<file path="src/rtl/pitch_table_writer.sv">
// Stores one phase delta per pitch into the 16-bit pitch RAM as a low/high word pair,
// optionally reading both words back and flagging a mismatch on completion.
module pitch_table_writer #(
  parameter int PITCH_WIDTH = 6,
  parameter int ADDR_WIDTH  = 8,
  parameter int DATA_WIDTH  = 16,
  parameter bit VERIFY      = 1'b1
) (
  input  logic                    i_clk,
  input  logic                    i_rst_n,
  input  logic                    i_valid,
  output logic                    o_ready,
  input  logic [PITCH_WIDTH-1:0]  i_pitch,
  input  logic [2*DATA_WIDTH-1:0] i_phase_delta,
  output logic                    o_busy,
  output logic                    o_done,
  output logic                    o_error,
  output logic [ADDR_WIDTH-1:0]   o_ram_addr,
  output logic [DATA_WIDTH-1:0]   o_ram_wdata,
  output logic                    o_ram_we,
  input  logic [DATA_WIDTH-1:0]   i_ram_rdata
);

  typedef enum logic [2:0] {
    IDLE  = 3'd0,
    WR_LO = 3'd1,
    WR_HI = 3'd2,
    RD_LO = 3'd3,
    RD_HI = 3'd4,
    CHECK = 3'd5,
    DONE  = 3'd6
  } state_t;

  state_t                  state_r;
  state_t                  state_next_s;
  logic [ADDR_WIDTH-1:0]   base_r;
  logic [2*DATA_WIDTH-1:0] pd_r;
  logic [DATA_WIDTH-1:0]   rb_lo_r;
  logic                    err_r;
  logic                    accept_s;
  logic [ADDR_WIDTH-1:0]   base_in_s;
  logic [ADDR_WIDTH-1:0]   base_hi_s;

  function automatic logic word_pair_mismatch(input logic [2*DATA_WIDTH-1:0] readback,
                                              input logic [2*DATA_WIDTH-1:0] expected);
    return (readback != expected);
  endfunction

  assign accept_s  = (state_r == IDLE) && i_valid;
  assign base_in_s = {{(ADDR_WIDTH-PITCH_WIDTH-1){1'b0}}, i_pitch, 1'b0};
  // base is always even, so the high word simply sets bit 0 and can never carry.
  assign base_hi_s = {base_r[ADDR_WIDTH-1:1], 1'b1};

  // State register.
  always_ff @(posedge i_clk or negedge i_rst_n) begin
    if (!i_rst_n) begin
      state_r <= IDLE;
    end else begin
      state_r <= state_next_s;
    end
  end

  // Request latch, low-word readback capture and mismatch flag.
  always_ff @(posedge i_clk or negedge i_rst_n) begin
    if (!i_rst_n) begin
      base_r  <= '0;
      pd_r    <= '0;
      rb_lo_r <= '0;
      err_r   <= 1'b0;
    end else if (accept_s) begin
      base_r  <= base_in_s;
      pd_r    <= i_phase_delta;
      err_r   <= 1'b0;
    end else if (state_r == RD_HI) begin
      rb_lo_r <= i_ram_rdata;
    end else if (state_r == CHECK) begin
      err_r   <= word_pair_mismatch({i_ram_rdata, rb_lo_r}, pd_r);
    end
  end

  // Next-state selection and RAM/handshake outputs.
  always_comb begin
    state_next_s = state_r;
    o_ready      = 1'b0;
    o_busy       = 1'b1;
    o_done       = 1'b0;
    o_error      = 1'b0;
    o_ram_addr   = '0;
    o_ram_wdata  = '0;
    o_ram_we     = 1'b0;
    case (state_r)
      IDLE: begin
        o_ready = 1'b1;
        o_busy  = 1'b0;
        if (i_valid) begin
          state_next_s = WR_LO;
        end else begin
          state_next_s = IDLE;
        end
      end
      WR_LO: begin
        o_ram_addr   = base_r;
        o_ram_wdata  = pd_r[DATA_WIDTH-1:0];
        o_ram_we     = 1'b1;
        state_next_s = WR_HI;
      end
      WR_HI: begin
        o_ram_addr  = base_hi_s;
        o_ram_wdata = pd_r[2*DATA_WIDTH-1:DATA_WIDTH];
        o_ram_we    = 1'b1;
        if (VERIFY) begin
          state_next_s = RD_LO;
        end else begin
          state_next_s = DONE;
        end
      end
      RD_LO: begin
        o_ram_addr   = base_r;
        state_next_s = RD_HI;
      end
      RD_HI: begin
        o_ram_addr   = base_hi_s;
        state_next_s = CHECK;
      end
      CHECK: begin
        state_next_s = DONE;
      end
      DONE: begin
        o_done       = 1'b1;
        o_error      = err_r;
        state_next_s = IDLE;
      end
      default: begin
        state_next_s = IDLE;
      end
    endcase
  end

endmodule

</file>
<file path="config.mk">
export PLATFORM = sky130hd
export DESIGN_NAME = pitch_table_writer
export DESIGN_NICKNAME = d
export VERILOG_FILES = /design/src/rtl/pitch_table_writer.sv
export SDC_FILE = /design/constraint.sdc
export NUM_CORES = 1
export LEC_CHECK = 0
export CORE_MARGIN = 3
export CORE_UTILIZATION = 40
export CTS_CLUSTER_SIZE = 40
export DETAILED_ROUTE_END_ITERATION = 6
export PLACE_DENSITY = 0.69
export SYNTH_ARGS = -nofsm -noshare
export SYNTH_HDL_FRONTEND = slang
export SYNTH_SLANG_ARGS = --single-unit
</file>
<file path="constraint.sdc">
create_clock -name i_clk -period 4.4 [get_ports i_clk]
set_clock_uncertainty 0.15 [all_clocks]
set_input_delay 0.88 -clock i_clk [delete_from_list [all_inputs] [get_ports i_clk]]
set_output_delay 0.88 -clock i_clk [all_outputs]
set_load 0.05 [all_outputs]
</file>
# After elaboration in Yosys (flattened, before gate mapping)
# Index checks and enable logic that the tools add are counted.
# word_totals
reg_bits,58
in_bits,57
out_inout_bits,29
elab_cells,34
# op_classes
eq_ne,8
muxes,12
bitwise_logic,1
n_reduce_logical,8
# op_table
cell,n
32-bit != test,1
16-bit one-hot mux with 2 select lines,1
3-bit one-hot mux with 6 select lines,1
7-bit one-hot mux with 2 select lines,1
"3-bit == test, second input constant",3
1-bit 2-to-1 mux,9
"3-bit by 2-bit == test with 1-bit output, second input constant",2
2-bit OR reduction,3
2-bit AND reduction,2
"3-bit by 1-bit == test with 1-bit output, second input constant",1
3-bit logical NOT,1
"2-bit != test, second input constant",1
2-bit nonzero test,1
1-bit logical AND,1
1-bit inverter,1

# Depth between registers and ports, before layout
# depth
depth_word,4
ltp_mapped,6
ltp_nobuf,5

# Worst setup path before layout
# No wires, ideal clock.
# synth_timing
path_type,reg-to-output
from,register state_r[1]
to,output port o_ram_addr[1]
t_arrival_ns,1.539
required_time_ns,3.370
slack_ns,1.831
stages_incl_launch_ff,5
n_path_buf,1
path_cell_list,dfrtp_1 -> buf_6 -> nor3_4 -> nor2_1 -> and2_1
# synth_via
elab_chain_len,3
elab_cells_between_ends,7
cone_classes,eq/ne (4); mux (1); reduce/logical (2)
# synth_rtl
item,line,text
from (decl),34,state_t state_r;
from (signal assigned),59,state_r <= state_next_s;
"3-bit == test, or another cell as far along",91,case (state_r)
2-bit OR reduction (no source line),n/a,
7-bit one-hot mux with 2 select lines (*),91,
to (decl),18,"output logic [ADDR_WIDTH-1:0] o_ram_addr,"
# Every way passes the cells marked *; elsewhere a longest branch is shown, timed or not.

# Worst setup path after layout
# layout_timing
from,register state_r[1]
to,output port o_ram_wdata[0]
# layout_via
elab_chain_len,2
elab_cells_between_ends,3
cone_classes,eq/ne (2); mux (1)
# layout_rtl
item,line,text
3-bit by 2-bit == test with 1-bit output / 3-bit by 1-bit == test with 1-bit output (equally long branches),91,
16-bit one-hot mux with 2 select lines (*),91,
to (decl),19,"output logic [DATA_WIDTH-1:0] o_ram_wdata,"
# Marked as above.

==> qor.csv <==
metric;value;unit
postcts setup bufs;0;
ys async rst share;100;%
IO Count;86;
die area;8710;sq um
die width;93.3;microns
Max Clock Freq;260;MHz
hold_buf cts;0;
FF-to-FF setup slack;2.27;ns
ANT cells;0;
Psw;1430;uW
post-synth cell types;29;
drt wl/cell;16.1;microns
Reg power frac;30.9;%
number of vias per cell;4.77;
Syn Area/Cell;14.5;sq um
Peak VDD IR;0.000453;V
CP Capture Type;output port;
Synthesis Warnings;0;
DRT Pass-1 Iters;4;
max-cap violations;0;
PD cells;848;nW/um^2
Slew HR;39.1;%
Clk pwr share;15.5;%
number of antenna violations at the first check in global routing;0;
CTS tree;built;
crit share post-route;87.3;%
Die H;93.3;microns
share of total power in combinational logic;53.6;%
nets@finish;352;
Min Clock Period, post-route;3.84;ns
DRT iter0 DRCs;46;
initial core utilization;41.6;%
ys flop type;dfrtp_1;
Setup-failing EPs final;0;
critical path class;reg2out;
Cells after Synth;210;
Setup crit start kind;flip-flop;
antenna-violating nets left;0;
clock transition at the registers of the reported paths;0.06;ns
setup TNS;0;ns
Core Region;7330;sq um
Critical Path, Cell by Cell;nor3b_4, a22o_1, clkdlybuf4s50_1;
Area Overhead vs Synth;33.9;%
layout cells sized above 1;24.3;%
Syn Nets;267;
Synth Register Bits;58;
post-CTS resize count;0;
Int Power;2030;uW
CP required;3.37;ns
Post-Syn Area;3050;sq um
Clock Sinks;58;
Via Count;1905;
GPL Wtd Cong;0.733;
max incr delay on CP;0.83;ns
dpl hpwl;4.54;mm
max-slew violation count;0;
worst hold path type;reg2reg;
CP max stage cell;nor3b_4;
unrepaired setup endpoints after global routing;false;
status;complete, no violations;
vias in the first global route;2033;
Worst-Skew Late Latency;0.32;ns
Final Hold Violating Endpoints;0;
Total Routing Usage GR;15.6;%
GRT overflow;0;
Routed WL;6.44;mm
CP Max Fanout;19;
Worst Tran Pin Value;0.912;ns
# DRC;0;
maximum clock insertion buffer count;2;
global-route wire length before repair;10.2;mm
Post-synth EDFFs;0;
H-tree depth;3;
pin count of the biggest net entering global routing;41;
critical path arrival;2.81;ns
port bufs;84;
TritonCTS Buffers;9;
Tot Pwr;3460;uW
Root Driver;clkbuf_8;
Switching Share;41.3;%
Static Leakage;0.00175;uW
row cnt;31;
post-synthesis sequential area ratio;47.6;%
[state kept, by name, indices dropped and copies added (netlist names)]
signal,cells
pd_r,32
state_r,3
base_r,6
err_r,1
rb_lo_r,16
[stage by stage]
stage	area [sq um]	hold WS (ns)	cells	worst slack, ns	utilization (%)
floorplan	3050	0.323	210	1.83	-
global placement	3870	0.337	383	0.956	52.7
detailed placement	3870	0.334	383	0.882	52.7
CTS	4090	0.359	399	0.519	55.7
global route	4090	0.373	399	0.419	55.7
finish	4090	0.353	399	0.560	55.7
[layer usage]
metal	GRT usage [%]	wire length, microns
met1	21.7	3100
met2	22.6	2890
met3	4.18	387
met4	7.33	61
met5	0	0
[kinds of logic (layout without fill, tap and decap cells)]
| logic type | Yosys count | after routing | share of synthesized area (%) |
|---|---|---|---|
| AOI/OAI and AO/OA | 18 | 18 | 5.05 |
| muxes | 55 | 55 | 24.9 |
| buffers and inverters | 13 | 103 | 5.33 |
| and+or+nand+nor | 33 | 33 | 7.79 |
| DFF | 58 | 58 | 47.6 |
| xor gates and xnor gates | 32 | 32 | 9.19 |
| other | 1 | 1 | 0.123 |
[worst max-delay path, delay by kind of cell (launching register included)]
kind | cells | cell delay (ns)
flops | 1 | 0.55
compound gates | 1 | 0.29
buf+inv | 1 | 0.81
simple gates | 1 | 0.83
[path summary, 6_finish.rpt]
path	start	end	depth (start not counted)
worst max-delay path	state_r[1]	o_ram_wdata[0]	3
worst min-delay path	rb_lo_r[11]	rb_lo_r[11]	1
worst max register to register	state_r[0]	pd_r[6]	3
worst min register to register	rb_lo_r[11]	rb_lo_r[11]	1
max in group asynchronous	i_rst_n	rb_lo_r[15]	2
min in group asynchronous	i_rst_n	pd_r[3]	1
[cell usage in the layout, fill, tap and decap left out, drive strengths merged, types with 2 or more instances in the layout]
| cell type | netlist | layout |
|---|---|---|
| clkbuf | 0 | 11 |
| nor2 | 3 | 3 |
| nor3b | 2 | 2 |
| nand2b | 2 | 2 |
| buf | 12 | 3 |
| bufinv | 0 | 2 |
| a22o | 16 | 16 |
| xor2 | 32 | 32 |
| nor4 | 8 | 8 |
| dfrtp | 58 | 58 |
| or2 | 3 | 3 |
| nand4 | 2 | 2 |
| clkinv | 0 | 2 |
| mux2 | 54 | 54 |
| clkdlybuf4s50 | 0 | 83 |
| and2 | 8 | 8 |
| nand2 | 2 | 2 |
[area by class of cell]
class,instances,area (sq um)
fill,615,3250
sequential,58,1450
multi-input combinational,139,1440
timing repair buffer,86,851
clock buffer,11,141
tap,99,124
clock inverter,5,77.6
inverter,1,3.75
[Yosys cell counts, drive strengths merged (2+ instances only)]
cell type | n | area, sq um
nand4 | 2 | 12.5
xor2 | 32 | 280
or2 | 3 | 18.8
buf | 12 | 159
nand2b | 2 | 12.5
mux2 | 54 | 751
and2 | 8 | 52.6
nor2 | 3 | 13.8
dfrtp | 58 | 1450
nand2 | 2 | 7.51
a22o | 16 | 140
nor3b | 2 | 37.5
nor4 | 8 | 50.1
[power by group through the flow]
stage	logic [uW]	clock network (uW)	registers (uW)
4_1_cts	1880	553	1070
3_3_place_gp	1850	0	1070
3_5_place_dp	1870	0	1080
5_1_grt	1970	573	1110
6_report	1860	537	1070
2_1_floorplan	1520	0	983
Power figures use the tool's default switching activity.
